--- config.mk ---
export PLATFORM = sky130hd
export DESIGN_NAME = calc_display_sched
export DESIGN_NICKNAME = d
export VERILOG_FILES = /design/src/rtl/calc_disp_pkg.sv /design/src/rtl/bcd_seg_decode.sv /design/src/rtl/calc_display_sched.sv
export SDC_FILE = /design/constraint.sdc
export NUM_CORES = 1
export LEC_CHECK = 0
export BUFFER_PORTS_ARGS = -buffer_cell sky130_fd_sc_hd__buf_4
export CAP_MARGIN = 20
export CORE_MARGIN = 4
export CORE_UTILIZATION = 25
export CTS_CLUSTER_SIZE = 24
export DETAILED_ROUTE_END_ITERATION = 12
export SLEW_MARGIN = 20
export SYNTH_ARGS = -nofsm -noshare
export SYNTH_HDL_FRONTEND = slang
export SYNTH_SLANG_ARGS = --single-unit
--- constraint.sdc ---
create_clock -name clk -period 3 [get_ports clk]
set_clock_uncertainty 0.15 [all_clocks]
set_input_delay 0.15 -clock clk [delete_from_list [all_inputs] [get_ports clk]]
set_output_delay 0.15 -clock clk [all_outputs]
set_load 0.02 [all_outputs]
--- src/rtl/calc_disp_pkg.sv ---
// Shared types and constants for the calculator display scheduler.
package calc_disp_pkg;

  typedef enum logic [1:0] {
    S_IDLE,
    S_GRANT,
    S_CONV,
    S_HOLD
  } state_t;

  localparam logic [6:0] SEG_DASH  = 7'b0111111;
  localparam logic [6:0] SEG_BLANK = 7'b1111111;

  // Active-low {g..a} patterns for digits 0..9
  localparam logic [6:0] SEG_TABLE [10] = '{
    7'b1000000, 7'b1111001, 7'b0100100, 7'b0110000, 7'b0011001,
    7'b0010010, 7'b0000010, 7'b1111000, 7'b0000000, 7'b0010000
  };

endpackage

--- src/rtl/bcd_seg_decode.sv ---
// One BCD digit to an active-low 7-segment pattern; non-decimal codes show a dash.
module bcd_seg_decode
  import calc_disp_pkg::*;
(
  input  logic [3:0] i_digit,
  output logic [6:0] o_seg
);

  // Table lookup with dash fallback for 10..15
  always_comb begin
    o_seg = SEG_DASH;
    if (i_digit <= 4'd9) o_seg = SEG_TABLE[i_digit];
  end

endmodule

--- src/rtl/calc_display_sched.sv ---
// Round-robin display scheduler: grants one requester, converts its 8-bit value
// to BCD by shift/add-3 over eight cycles, then holds the segments for a dwell time.
module calc_display_sched
  import calc_disp_pkg::*;
#(
  parameter int NREQ        = 3,
  parameter int HOLD_CYCLES = 50_000_000,
  parameter int HOLD_W      = 26
) (
  input  logic              clk,
  input  logic              rst_n,
  input  logic [NREQ-1:0]   req,
  input  logic [NREQ*8-1:0] val,
  output logic [NREQ-1:0]   ack,
  output logic [6:0]        seg_ones,
  output logic [6:0]        seg_tens,
  output logic [6:0]        seg_hund,
  output logic [2:0]        active_id,
  output logic              busy
);

  state_t            r_state, w_state_nxt;
  logic [2:0]        r_rr_ptr, r_win, w_win, w_idx;
  logic [3:0]        w_sum;
  logic              w_any;
  logic [7:0]        w_req_pad;
  logic [63:0]       w_val_pad;
  logic [7:0]        w_val_sel;
  logic [7:0]        r_bin;
  logic [11:0]       r_bcd, w_bcd_adj, w_bcd_shift;
  logic [2:0]        r_iter;
  logic [HOLD_W-1:0] r_hold;
  logic [NREQ-1:0]   r_ack;
  logic [6:0]        r_seg_ones, r_seg_tens, r_seg_hund;
  logic [6:0]        w_seg_o, w_seg_t, w_seg_h;
  logic [2:0]        r_active_id;
  logic              r_busy;

  function automatic logic [3:0] add3(input logic [3:0] d);
    return (d >= 4'd5) ? d + 4'd3 : d;
  endfunction

  // Padding to eight requesters lets the pointer index the vectors at full width
  assign w_req_pad = 8'(req);
  assign w_val_pad = 64'(val);
  assign w_val_sel = w_val_pad[{r_win, 3'b000} +: 8];

  // Round-robin search: first set request at or after the pointer, wrapping at NREQ
  always_comb begin
    w_any = 1'b0;
    w_win = r_rr_ptr;
    w_sum = '0;
    w_idx = '0;
    for (int k = 0; k < NREQ; k++) begin
      w_sum = {1'b0, r_rr_ptr} + 4'(k);
      if (w_sum >= 4'(NREQ)) w_sum = w_sum - 4'(NREQ);
      w_idx = w_sum[2:0];
      if (!w_any && w_req_pad[w_idx]) begin
        w_any = 1'b1;
        w_win = w_idx;
      end
    end
  end

  // One double-dabble step: add 3 to nibbles >= 5, then shift in the next binary bit
  always_comb begin
    w_bcd_adj   = {add3(r_bcd[11:8]), add3(r_bcd[7:4]), add3(r_bcd[3:0])};
    w_bcd_shift = {w_bcd_adj[10:0], r_bin[7]};
  end

  bcd_seg_decode u_dec_ones (.i_digit(w_bcd_shift[3:0]),  .o_seg(w_seg_o));
  bcd_seg_decode u_dec_tens (.i_digit(w_bcd_shift[7:4]),  .o_seg(w_seg_t));
  bcd_seg_decode u_dec_hund (.i_digit(w_bcd_shift[11:8]), .o_seg(w_seg_h));

  // Next-state logic
  always_comb begin
    w_state_nxt = r_state;
    case (r_state)
      S_IDLE:  if (w_any) w_state_nxt = S_GRANT;
      S_GRANT: w_state_nxt = S_CONV;
      S_CONV:  if (r_iter == 3'd7) w_state_nxt = S_HOLD;
      S_HOLD:  if (r_hold == HOLD_W'(1)) w_state_nxt = S_IDLE;
      default: w_state_nxt = S_IDLE;
    endcase
  end

  // State register
  always_ff @(posedge clk) begin
    if (!rst_n) r_state <= S_IDLE;
    else        r_state <= w_state_nxt;
  end

  // Control registers: grant pulse, pointer, iteration/dwell counters, display outputs
  always_ff @(posedge clk) begin
    if (!rst_n) begin
      r_ack       <= '0;
      r_busy      <= 1'b0;
      r_active_id <= '0;
      r_rr_ptr    <= '0;
      r_win       <= '0;
      r_iter      <= '0;
      r_hold      <= '0;
      r_seg_ones  <= SEG_DASH;
      r_seg_tens  <= SEG_DASH;
      r_seg_hund  <= SEG_DASH;
    end else begin
      r_ack  <= '0;
      r_busy <= (w_state_nxt != S_IDLE);
      case (r_state)
        S_IDLE: begin
          if (w_any) begin
            r_ack <= NREQ'(1) << w_win;
            r_win <= w_win;
          end
        end
        S_GRANT: begin
          r_active_id <= r_win;
          r_rr_ptr    <= (r_win == 3'(NREQ - 1)) ? 3'd0 : r_win + 3'd1;
          r_iter      <= '0;
        end
        S_CONV: begin
          r_iter <= r_iter + 3'd1;
          if (r_iter == 3'd7) begin
            r_seg_ones <= w_seg_o;
            r_seg_tens <= (w_bcd_shift[11:4] == 8'd0) ? SEG_BLANK : w_seg_t;
            r_seg_hund <= (w_bcd_shift[11:8] == 4'd0) ? SEG_BLANK : w_seg_h;
            r_hold     <= HOLD_W'(HOLD_CYCLES);
          end
        end
        S_HOLD:  r_hold <= r_hold - HOLD_W'(1);
        default: r_hold <= r_hold;
      endcase
    end
  end

  // Conversion datapath: load on grant, shift during conversion
  always_ff @(posedge clk) begin
    if (r_state == S_GRANT) begin
      r_bin <= w_val_sel;
      r_bcd <= '0;
    end else if (r_state == S_CONV) begin
      r_bin <= {r_bin[6:0], 1'b0};
      r_bcd <= w_bcd_shift;
    end
  end

  assign ack       = r_ack;
  assign busy      = r_busy;
  assign active_id = r_active_id;
  assign seg_ones  = r_seg_ones;
  assign seg_tens  = r_seg_tens;
  assign seg_hund  = r_seg_hund;

endmodule

==> results.py <==
metrics = {
    "global_route": {
        "grt_start_max_net_pins": 27,
        "globalRouteMet3Util": 0.0280,
        "grt_util_met1": 0.134,
        "track_usage": 0.106,
        "first_global_vias": 4035,
        "grt_antenna_before_repair": 0,
        "busiest_layer_in_global_routing": "met2",
        "grt_use_met2": 0.173,
        "grt_first_pass_wirelength_um": 19100,
        "grt-ovfl-total": 0,
    },
    "sta": {
        "tcrit_tclk_final": 0.944,
        "slew_headroom": 0.430,
        "worst-slew-pin-transition_ns": 0.855,
        "final_max_slew_viols": 0,
        "layout_min_cycle_time_ns": 2.83,
        "hold_fails_final_rpt": 0,
        "fin_setup_tns_ns": 0,
        "setup-violations-final": 0,
        "max_freq_mhz": 353,
        "grt_setup_unrepaired": "no",
    },
    "clock_network": {
        "clock-root-buffer": "clkbuf_16",
        "clock_insertion_delay_at_the_later_pin_of_the_skew_report_ns": 0.34,
        "tritoncts.num_buffers": 9,
        "cts.reportedPaths.clkPinSlew_ns": 0.06,
        "max-clock-path-buffers": 2,
        "ctsHtreeMaxLevel": 3,
        "cts_tree": "built",
        "clkSinkCount": 85,
        "cts.repair_timing.setup_buffer_count": 0,
    },
    "route": {
        "routed-via-count": 4167,
        "drtIter0Drc": 256,
        "postRouteAntennaNets": 0,
        "wl_per_cell_um": 12.5,
        "totalWireLength_um": 11400,
        "avgViaCountPerCell": 4.58,
        "dr.pass1.iters": 4,
        "drc": 0,
    },
    "yosys": {
        "netlist_area_mm2": 0.00495,
        "fraction_of_the_yosys_area_taken_by_sequential_cells": 0.360,
        "synth_top_cell_area_share": 0.311,
        "netlist_top_cells_count": "nor2_1 (79), dfxtp_1 (77), a21oi_1 (50)",
        "synth.avg_cell_area_um2": 8.48,
        "cell_types_occupying_the_most_area_after_synthesis": "dfxtp_1 (31%), ha_1 (9.4%), nor2_1 (6.0%)",
        "synth_cell_type_count": 70,
        "yosys_register_bits": 85,
        "ys.warnings.count": 0,
        "postSynthNetCount": 650,
        "number_of_flops_mapped_to_enable_cells_by_yosys": 8,
        "netlist_instances": 584,
        "async_reset_ff_frac": 0,
        "synth_largest_area_cell": "dfxtp_1",
        "yosysMostFrequentCell": "nor2_1",
        "ys.flop_type": "dfxtp_1",
    },
    "critical_path": {
        "critPathKind": "reg2reg",
        "timing.critical_path.from_type": "register",
        "slowest_stage_delay_on_critical_path_ns": 0.39,
        "cp_data_arrival_time_ns": 2.91,
        "worst_ep_required_time_ns": 3.08,
        "crit_slowest_cell": "o311a_1",
        "path_max_fanout": 5,
        "crit_chain": "ha_1 -> ha_1 -> a211oi_4 -> mux2i_2 -> mux2i_2 -> nand2_2 -> o311a_1 -> o211a_2 -> a31o_1",
        "endpoint_class_of_the_critical_path": "register",
    },
    "die": {
        "io_pins": 57,
        "initial_core_utilization": 0.254,
        "floorplan.die_area_mm2": 0.0221,
        "die_y_um": 149,
        "rows": 51,
        "core-area_mm2": 0.0195,
        "die_width_um": 149,
    },
    "pwr": {
        "power_density_mw_per_mm2": 864,
        "leakagePower_nw": 2.39,
        "ir_drop_mv": 0.362,
    },
    "layout": {
        "layout-drive-gt1-share": 0.169,
        "flow.area_growth_from_synthesis_pct": 20.9,
        "finalNetCount": 707,
        "finished_layout_cells": 910,
        "num_antenna_cells": 0,
    },
    "placed_design": {
        "port_buffers": 56,
        "place.detailed.hpwl_um": 8380,
        "placed_cells_incl_taps": 893,
        "globalplace.congestion": 0.831,
    },
    "run": {
        "max-cap-violations": 0,
    },
    "min_path": {
        "holdCritPathClass": "in2reg",
    },
    "status": {
        "status": "finished clean",
    },
}
==> layout make-up <==
type	count	area [µm²]
inverter	32	120
timing repair buffer	73	553
sequential	85	1780
clock buffer	11	233
multi-input combinational	440	2940
tap	265	332
fill	2051	13500
clock inverter	4	26.3
==> per-stage QoR <==
step	utilization	instance area [µm²]	setup WS [ns]	power, mW	hold slack [ns]
6_report	0.307	5980	0.168	5.17	0.0164
3_3_place_gp	0.292	5680	0.197	4.12	0.297
2_1_floorplan	-	4950	0.244	3.54	0.218
5_1_grt	0.307	5980	0.0287	5.64	0.0304
3_5_place_dp	0.292	5680	0.0613	4.15	0.302
4_1_cts	0.306	5960	0.0582	5.17	0.00788
==> cells in the final DEF (no fill, tap or decap), drive strengths merged, types with 12 or more instances in the layout <==
master	n
nor2	79
a21oi	50
nand2	48
mux2i	22
ha	37
o22ai	12
a211oi	15
buf	71
o21ai	28
dfxtp	77
inv	31
xnor2	20
==> worst max-delay path: cells and delay by family (launching register included) <==
family,cells,cell delay (ns)
simple gates,1,0.13
flops,1,0.33
fa+ha+maj,2,0.47
compound gates,4,1.00
mux,2,0.63
==> kinds of logic (layout without fill, tap and decap cells) <==
family | count (synthesis) | count (layout) | share of synthesized area
xor gates and xnor gates | 27 | 27 | 0.0478
DFF | 85 | 85 | 0.360
and+or+nand+nor | 206 | 206 | 0.209
AOI/OAI and AO/OA | 144 | 144 | 0.185
adders and majority gates | 37 | 37 | 0.0935
muxes | 26 | 26 | 0.0536
buffers and inverters | 59 | 120 | 0.0513
==> what timing repair did <==
| item | in CTS | in global routing |
|---|---|---|
| setup endpoints to repair | 0 | 6 |
| resized for setup | 0 | 6 |
| hold buffers | 2 | 0 |
| hold endpoints to repair | 11 | 0 |
==> per-layer routing <==
layer	routed length, µm	share of wire
met1	5500	0.48
met2	5380	0.47
met3	358	0.031
met4	157	0.014
met5	0	0
==> power by group <==
part	internal (mW)	switching (mW)
clock network	0.555	0.442
registers	1.38	0.165
logic	1.09	1.54
==> path summary, 6_finish.rpt <==
path,startpoint,endpoint,slack (ns),cells after the start
max reg2reg,r_rr_ptr[0],r_win[1],0.17,9
min,val[13],r_bin[5],0.02,3
max,r_rr_ptr[0],r_win[1],0.17,9
min reg2reg,seg_ones[1],seg_ones[1],0.31,1
==> registers in the layout (all words and copies together), names as in the netlist <==
name and flops:
seg_tens 7, r_rr_ptr 3, seg_ones 7, seg_hund 7
r_iter 3, r_bcd 12, active_id 3, r_bin 8
ack 3, r_win 3, r_hold 26, r_state 2
busy 1
(Power assumes the default switching activity.)
